## config.mk

```make
export PLATFORM = sky130hd
export DESIGN_NAME = fib_result_queue
export DESIGN_NICKNAME = d
export VERILOG_FILES = /design/src/rtl/fib_pkg.sv /design/src/rtl/sync_fifo.sv /design/src/rtl/fib_result_queue.sv
export SDC_FILE = /design/constraint.sdc
export NUM_CORES = 1
export LEC_CHECK = 0
export ABC_CLOCK_PERIOD_IN_PS = 3100
export CORE_MARGIN = 4
export CORE_UTILIZATION = 53
export DETAILED_ROUTE_END_ITERATION = 10
export PLACE_DENSITY = 0.85
export SLEW_MARGIN = 20
export SYNTH_ARGS = -nofsm -noshare
export SYNTH_HDL_FRONTEND = slang
export SYNTH_SLANG_ARGS = --single-unit
```

## constraint.sdc

```tcl
create_clock -name clk -period 3.1 [get_ports clk]
set_input_delay 0.62 -clock clk [delete_from_list [all_inputs] [get_ports clk]]
set_output_delay 0.62 -clock clk [all_outputs]
set_load 0.005 [all_outputs]
```

## src/rtl/fib_pkg.sv

```systemverilog
// rtl/fib_pkg.sv - shared widths and queue entry layout for the fib result path
package fib_pkg;

  localparam int FIB_W_N = 4;
  localparam int FIB_W_F = 10;

  typedef struct packed {
    logic [FIB_W_N-1:0] n;
    logic [FIB_W_F-1:0] f;
  } entry_t;

  localparam int ENTRY_W = $bits(entry_t);

endpackage

```

## src/rtl/sync_fifo.sv

```systemverilog
// rtl/sync_fifo.sv - single-clock FIFO with occupancy counter and show-ahead head
module sync_fifo #(
  parameter int DEPTH = 4,
  parameter int WIDTH = 14,
  localparam int PW = $clog2(DEPTH),
  localparam int LW = $clog2(DEPTH + 1)
) (
  input  logic             clk,
  input  logic             rst,
  input  logic             push,
  input  logic [WIDTH-1:0] push_data,
  input  logic             pop,
  output logic [WIDTH-1:0] head,
  output logic [LW-1:0]    level,
  output logic             full,
  output logic             empty
);

  logic [WIDTH-1:0] mem [DEPTH];
  logic [PW-1:0]    wr_ptr;
  logic [PW-1:0]    rd_ptr;
  logic             do_push;
  logic             do_pop;

  assign full    = (level == LW'(DEPTH));
  assign empty   = (level == '0);
  assign do_pop  = pop & ~empty;
  // a pop in the same cycle frees the slot, so a full queue still accepts
  assign do_push = push & (~full | do_pop);
  assign head    = mem[rd_ptr];

  always_ff @(posedge clk) begin
    if (rst) begin
      wr_ptr <= '0;
      rd_ptr <= '0;
      level  <= '0;
    end else begin
      if (do_push) wr_ptr <= wr_ptr + PW'(1);
      if (do_pop)  rd_ptr <= rd_ptr + PW'(1);
      case ({do_push, do_pop})
        2'b10:   level <= level + LW'(1);
        2'b01:   level <= level - LW'(1);
        default: level <= level;
      endcase
    end
  end

  always_ff @(posedge clk) begin
    if (do_push) mem[wr_ptr] <= push_data;
  end

  always_ff @(posedge clk) begin
    if (!rst) assert (level <= LW'(DEPTH));
  end

endmodule

```

## src/rtl/fib_result_queue.sv

```systemverilog
// rtl/fib_result_queue.sv - tags fib results with their job index and queues them
// for a valid/ready consumer, back-pressuring fib through pause.
module fib_result_queue
  import fib_pkg::*;
#(
  parameter int DEPTH = 4,
  parameter int W_N   = FIB_W_N,
  parameter int W_F   = FIB_W_F,
  localparam int LW   = $clog2(DEPTH + 1)
) (
  input  logic           clk,
  input  logic           rst,
  input  logic           fib_start,
  input  logic           fib_busy,
  input  logic           fib_done,
  input  logic [W_N-1:0] fib_n,
  input  logic [W_F-1:0] fib_f,
  output logic           fib_pause,
  output logic           out_valid,
  input  logic           out_ready,
  output logic [W_N-1:0] out_n,
  output logic [W_F-1:0] out_f,
  output logic [LW-1:0]  level,
  output logic           overflow,
  output logic           orphan
);

  logic [W_N-1:0]     tag;
  logic               tag_valid;
  logic               full;
  logic               empty;
  logic               accept;
  logic               pop;
  logic               tagged_done;
  logic               push;
  logic [W_N+W_F-1:0] head;

  assign fib_pause   = full;
  assign out_valid   = ~empty;
  assign {out_n, out_f} = head;

  assign accept      = fib_start & ~fib_busy & ~fib_pause;
  assign pop         = out_valid & out_ready;
  assign tagged_done = fib_done & tag_valid;
  assign push        = tagged_done & (~full | pop);

  sync_fifo #(
    .DEPTH (DEPTH),
    .WIDTH (W_N + W_F)
  ) u_fifo (
    .clk       (clk),
    .rst       (rst),
    .push      (push),
    .push_data ({tag, fib_f}),
    .pop       (pop),
    .head      (head),
    .level     (level),
    .full      (full),
    .empty     (empty)
  );

  // a new job's tag wins over retiring the previous one in the same cycle
  always_ff @(posedge clk) begin
    if (rst) begin
      tag       <= '0;
      tag_valid <= 1'b0;
      overflow  <= 1'b0;
      orphan    <= 1'b0;
    end else begin
      if (accept) begin
        tag       <= fib_n;
        tag_valid <= 1'b1;
      end else if (push) begin
        tag_valid <= 1'b0;
      end
      if (tagged_done & full & ~pop) overflow <= 1'b1;
      if (fib_done & ~tag_valid)     orphan   <= 1'b1;
    end
  end

`ifdef FORMAL
  always @(posedge clk) begin
    if (!rst) begin
      assume (!(fib_done && !tag_valid));
      assume (!(fib_done && full && !pop));
      assert (level <= LW'(DEPTH));
      assert (!overflow);
      assert (!orphan);
      cover (full);
      cover (push && pop && full);
    end
  end
`endif

endmodule

```

==> results of run 1 <==
==> final timing paths <==
path	start	end	slack, ps	cells past startpoint
max	register	out_f[1]	510	2
min	orphan	orphan	480	2
max reg2reg	u_fifo.level[2]	u_fifo.level[2]	630	9
min reg2reg	orphan	orphan	480	2
==> power by group <==
part / leakage [nW] / internal, mW / switching [mW]
Combinational: 0.405 / 0.244 / 0.151
Sequential: 0.640 / 1.07 / 0.0363
Clock: 0.101 / 0.442 / 0.304
==> synthesized netlist by cell type <==
master / number
or3_2: 2
dfxtp_1: 16
o21ai_0: 1
fa_1: 1
o31a_2: 1
and2_2: 4
a41oi_1: 1
o2bb2ai_1: 1
mux2_4: 1
o311ai_0: 1
xnor2_1: 1
ha_1: 5
a21oi_1: 3
edfxtp_1: 56
mux2i_1: 5
inv_1: 9
nor2_1: 10
nand2_1: 12
xor2_1: 3
buf_2: 1
a21oi_4: 1
mux4_2: 14
buf_4: 1
nor3b_4: 2
clkbuf_1: 3
==> logic make-up (layout without fill, tap and decap cells) <==
logic type / Yosys count / count (layout) / synth area share (%)
fa+ha+maj: 6 / 6 / 2.95
xor+xnor: 4 / 4 / 1.25
compound gates: 9 / 9 / 2.60
buf+inv: 14 / 65 / 2.06
simple gates: 30 / 30 / 5.91
mux: 20 / 20 / 13.6
flops: 72 / 72 / 71.6
==> state kept, by name (all words and copies together), names as in the netlist, named ones only <==
signal	flops
u_fifo.mem	56
orphan	1
overflow	1
u_fifo.level	3
u_fifo.rd_ptr	2
u_fifo.wr_ptr	2
tag	4
tag_valid	1
==> cell type report <==
cell class	instances	area, um^2	share of cell area (%)
clock inverters	5	72.6	2.09
inverters	9	33.8	0.974
flip-flops and latches	72	2000	57.7
multi-input cells	69	736	21.2
well taps	70	87.6	2.53
repair buffers	41	408	11.8
clock buffers	10	128	3.68
==> per-layer routing <==
layer  vias to the layer above  global-route usage [%]
met3                         4                    5.49
met2                        45                    28.9
met1                       732                    21.0
li1                        679                       -
met5                         -                       0
met4                         0                    6.42
==> stage by stage <==
stage	setup WS [ps]	utilization (%)	total power, mW
6_report	507	67.9	2.25
5_1_grt	413	67.9	2.36
4_1_cts	473	67.9	2.28
3_5_place_dp	328	64.0	1.53
3_3_place_gp	407	64.0	1.51
2_1_floorplan	849	-	1.34
==> layout by cell type, fill, tap and decap left out <==
| cell type | Yosys | layout |
|---|---|---|
| clkdlybuf4s50_1 | 0 | 40 |
| clkbuf_8 | 0 | 9 |
| edfxtp_1 | 56 | 56 |
| or3_2 | 2 | 2 |
| nand2_1 | 12 | 12 |
| nor2_1 | 10 | 10 |
| clkinv_1 | 0 | 2 |
| a41oi_1 | 1 | 1 |
| o21ai_0 | 1 | 1 |
| mux4_2 | 14 | 14 |
| dfxtp_1 | 16 | 16 |
| mux2i_1 | 5 | 5 |
| o2bb2ai_1 | 1 | 1 |
| buf_4 | 1 | 1 |
| o31a_2 | 1 | 1 |
| clkbuf_1 | 3 | 1 |
| xnor2_1 | 1 | 1 |
| a21oi_1 | 3 | 3 |
| a21oi_4 | 1 | 1 |
| nor3b_4 | 2 | 2 |
| o311ai_0 | 1 | 1 |
| and2_2 | 4 | 4 |
| bufinv_16 | 0 | 2 |
| fa_1 | 1 | 1 |
| inv_1 | 9 | 9 |
| mux2_4 | 1 | 1 |
| ha_1 | 5 | 5 |
| clkinv_2 | 0 | 1 |
| xor2_1 | 3 | 3 |
==> tightest hold or removal path, cell delays in order, from the launching register on <==
cell and delay [ps]:
dfxtp_1 330, a21oi_1 50, nor2_1 70
==> results.toml, run 1 <==
[sta]
hold_viol = 0
fin_skew_ps = 8.80
worst_pin_slew_ps = 688
fin_crit_sh_pct = 83.7
setup_viol_count_final = 0
finalSetupTns_ps = 0
finalMaxSlewViolations = 0
max_slew_margin_pct = 54.1
rsz0062_at_grt = "false"
fin_crit_ps = 2590
fin_hold_ws_ps = 483
fmax_ghz = 0.386

[worst_setup_path]
cp.arrival_ps = 1970
critical_path_class = "reg2out"
crit_path_start_kind = "register"
worstPathRequired_ps = 2480
cpLargestDelayFamily = "flip-flops"
cpPeakStageDelay_ps = 760
crit_chain = "mux4_2, clkdlybuf4s50_1"
critPathMaxFanout = 14
worstSetupEndpointType = "primary output"
path_buf_inv = 1
slowest_stage = "dfxtp_1"

[run]
maxCapViolCount = 0

[clock_network]
post_cts_buffers = 0
hold_buffers = 0
cts-root-buf = "clkbuf_8"
cts.reportedPaths.clkPinSlew_ps = 70
cts_inserted_buffers = 9
cts_max_level = 3
cts_tree = "built"
clk_latency_ps = 330
cts.sinks = 72
cts.repair.resized = 0
cts_buffer_depth = 2

[grt]
grtUsageTotal_pct = 17.3
grt_max_degree = 15
overflow = 0
antenna_found_initial = 0
grt_pass1_wl_um = 8130
grt_pass1_vias = 1633

[logic_synthesis]
synth_cells = 155
synth_area_mm2 = 0.00280
synth.avg_cell_area_um2 = 18.0
yosys.area.top_type = "edfxtp_1"
synth-seq-cells = 72
seq_area_frac_synth_pct = 71.6
netlist.area_leader.share_pct = 60.2
ys_warn_count = 0
yosys-top-cells-area = "edfxtp_1 (60%), dfxtp_1 (11%), mux4_2 (11%), ha_1 (2.2%), mux2i_1 (1.8%)"
synth_fp_nets = 181
synth_cell_types = 25

[final_layout]
area_growth_pct = 24.0
nFillCells = 342
instances_no_fill = 276
nets = 228
drive_gt1_share_pct = 18.4
stdcell_area_mm2 = 0.00347
diodes = 0

[placed_design]
placed_cells = 261
routabilityCongestion = 0.776
place.port_buffers = 40
hpwlAfterDp_um = 3190
dpl_cell_area_mm2 = 0.00327

[routing]
wl_per_cell_um = 17.1
m1WireLength_um = 1990
highest_layer = "met4"
wl_met3_um = 196
drc = 0
postRouteAntennaNets = 0
drtPass1Iterations = 4
finalWirelength_um = 4730
vias_per_cell = 5.29
drtIter0Drc = 93
num_vias = 1460
met2_wirelength_um = 2530

[floorplanning]
start_util_pct = 54.7
die_x_um = 80.6
die_y_um = 80.6
die-area_mm2 = 0.00650
placementRows = 26
io_pins = 41
core_area_mm2 = 0.00511

[hold_path]
min-delay-path-class = "reg2reg"

[power]
ir_worst_vdd_uv = 420
p_leak_nw = 1.15
power.density_mw_per_mm2 = 649

[outcome]
outcome = "complete, no violations"
Note: power is estimated with default switching activity, not from simulation.
==> inputs of run 2 (changes only) <==
--- a/config.mk
+++ b/config.mk
@@ -5,7 +5,7 @@
 export SDC_FILE = /design/constraint.sdc
 export NUM_CORES = 1
 export LEC_CHECK = 0
-export ABC_CLOCK_PERIOD_IN_PS = 3100
+export ABC_CLOCK_PERIOD_IN_PS = 2450
 export CORE_MARGIN = 4
 export CORE_UTILIZATION = 53
 export DETAILED_ROUTE_END_ITERATION = 10
==> constraint.sdc (replaced) <==
create_clock -name clk -period 2.45 [get_ports clk]
set_input_delay 0.49 -clock clk [delete_from_list [all_inputs] [get_ports clk]]
set_output_delay 0.49 -clock clk [all_outputs]
set_load 0.005 [all_outputs]
==> results.toml, run 2 (synthesized netlist as in run 1, its figures left out) <==
[clock_network]
cts_tree = "built"
clk_latency_ps = 330
cts.reportedPaths.clkPinSlew_ps = 70
cts-root-buf = "clkbuf_8"
cts.sinks = 72
cts_buffer_depth = 2
hold_buffers = 0
cts_inserted_buffers = 9
cts_max_level = 3

[sta]
finalMaxSlewViolations = 0
fin_hold_ws_ps = 486
setup_viol_count_final = 0
fin_crit_sh_pct = 95.7
finalSetupTns_ps = 0
fin_crit_ps = 2350
worst_pin_slew_ps = 443
max_slew_margin_pct = 70.1
hold_viol = 0
fmax_ghz = 0.426
fin_skew_ps = 6.43
rsz0062_at_grt = "false"

[worst_setup_path]
r2r_start = "u_fifo.level[0]"
crit_end = "out_n[1]"
cpLargestDelayFamily = "buffers and inverters"
crit_chain = "buf_12, mux4_2, clkdlybuf4s50_1"
worstSetupEndpointType = "primary output"
cpPeakStageDelay_ps = 520
slowest_stage = "mux4_2"
reg2reg_slack_ps = 170
critPathMaxFanout = 14
ff2ff_path_depth = 9
r2r_end = "u_fifo.level[2]"
crit_path_start_kind = "register"
path_buf_inv = 2
crit_cells = 3
worstPathRequired_ps = 1960
critical_path_class = "reg2out"
cp.arrival_ps = 1860

[routing]
num_vias = 1487
postRouteAntennaNets = 0
wl_per_cell_um = 17.2
finalWirelength_um = 4880
drc = 0
drtIter0Drc = 78
drtPass1Iterations = 4
vias_per_cell = 5.25

[final_layout]
diodes = 0
area_growth_pct = 25.8
max_flop_register = "u_fifo.mem"
final_common_cell = "edfxtp_1"
largest_register_ffs = 56
reg.largest.list = "u_fifo.mem: 56 flops, tag: 4 flops, u_fifo.level: 3 flops"
instances_no_fill = 283
layout_common_cells = "edfxtp_1 (56), clkdlybuf4s50_1 (40), dfxtp_1 (15), mux4_2 (14), nand2_1 (12)"
drive_gt1_share_pct = 21.6
nets = 234

[floorplanning]
die_x_um = 80.6
placementRows = 26
start_util_pct = 54.7
die_y_um = 80.6
io_pins = 41
core_area_mm2 = 0.00511
die-area_mm2 = 0.00650

[placed_design]
routabilityCongestion = 0.726
place.port_buffers = 40
hpwlAfterDp_um = 3410
placed_cells = 266

[grt]
antenna_found_initial = 0
overflow = 0
grt_pass1_vias = 1615
grtUsageTotal_pct = 16.9
grt_pass1_wl_um = 7920
grt_max_degree = 15

[power]
ir_worst_vdd_uv = 540
power.density_mw_per_mm2 = 805
p_leak_nw = 1.17

[run]
maxCapViolCount = 0

[outcome]
outcome = "complete, no violations"

[hold_path]
min-delay-path-class = "reg2reg"
==> run 2: cell types whose count changed in the layout (fill, tap and decap cells not counted) <==
cell / previous run / this run
buf_12: 0 / 1
buf_4: 1 / 6
bufinv_16: 2 / 1
clkbuf_1: 1 / 3
clkbuf_8: 9 / 10
clkinv_1: 2 / 0
clkinvlp_4: 0 / 1
dfxtp_1: 16 / 15
dfxtp_2: 0 / 1
==> run 2: per-stage QoR <==
stage	setup WS (ps)	power, mW	cell area [um^2]	util (%)
2_1_floorplan	199	1.70	2800	-
3_3_place_gp	-36.9	1.95	3320	64.9
4_1_cts	26.0	2.86	3510	68.7
3_5_place_dp	-179	1.97	3320	64.9
5_1_grt	21.0	2.96	3520	68.9
6_report	104	2.83	3520	68.9
==> run 2: cell type report <==
cell class              count  area, um^2
fillers                   335        1590
flip-flops and latches     72        2000
well taps                  70        87.6
clock buffers              13         149
repair buffers             47         465
inverters                   9        33.8
multi-input cells          69         736
clock inverters             3        42.5
==> run 2: power breakdown <==
group | internal (mW) | switching [mW]
sequential | 1.36 | 0.0462
clock | 0.498 | 0.396
combinational | 0.339 | 0.192
==> run 2: how the worst min path moves through the flow <==
stage | startpoint | end | slack (ps) | depth (start not counted)
after global placement | orphan | orphan | 460 | 2
after floorplan | tag[0] | u_fifo.mem[0][10] | 460 | 0
after global routing | orphan | orphan | 520 | 2
after detailed placement | orphan | orphan | 460 | 2
after CTS | orphan | orphan | 490 | 2
final | orphan | orphan | 490 | 2
==> run 2: layer usage <==
layer | part of all wire, % | GRT usage [%]
met1 | 40 | 19.9
met5 | 0 | 0
met4 | 1.6 | 8.61
met3 | 4.9 | 3.59
met2 | 53 | 29.2
==> run 2: timing repair <==
action                     CTS  global route
buffers inserted             0             1
setup endpoints to repair    0             1
resized for setup            0             1
==> run 2: tightest hold or removal path: stages, from the launching register on <==
cell and delay (ps):
dfxtp_1 330, a21oi_1 40, nor2_1 80
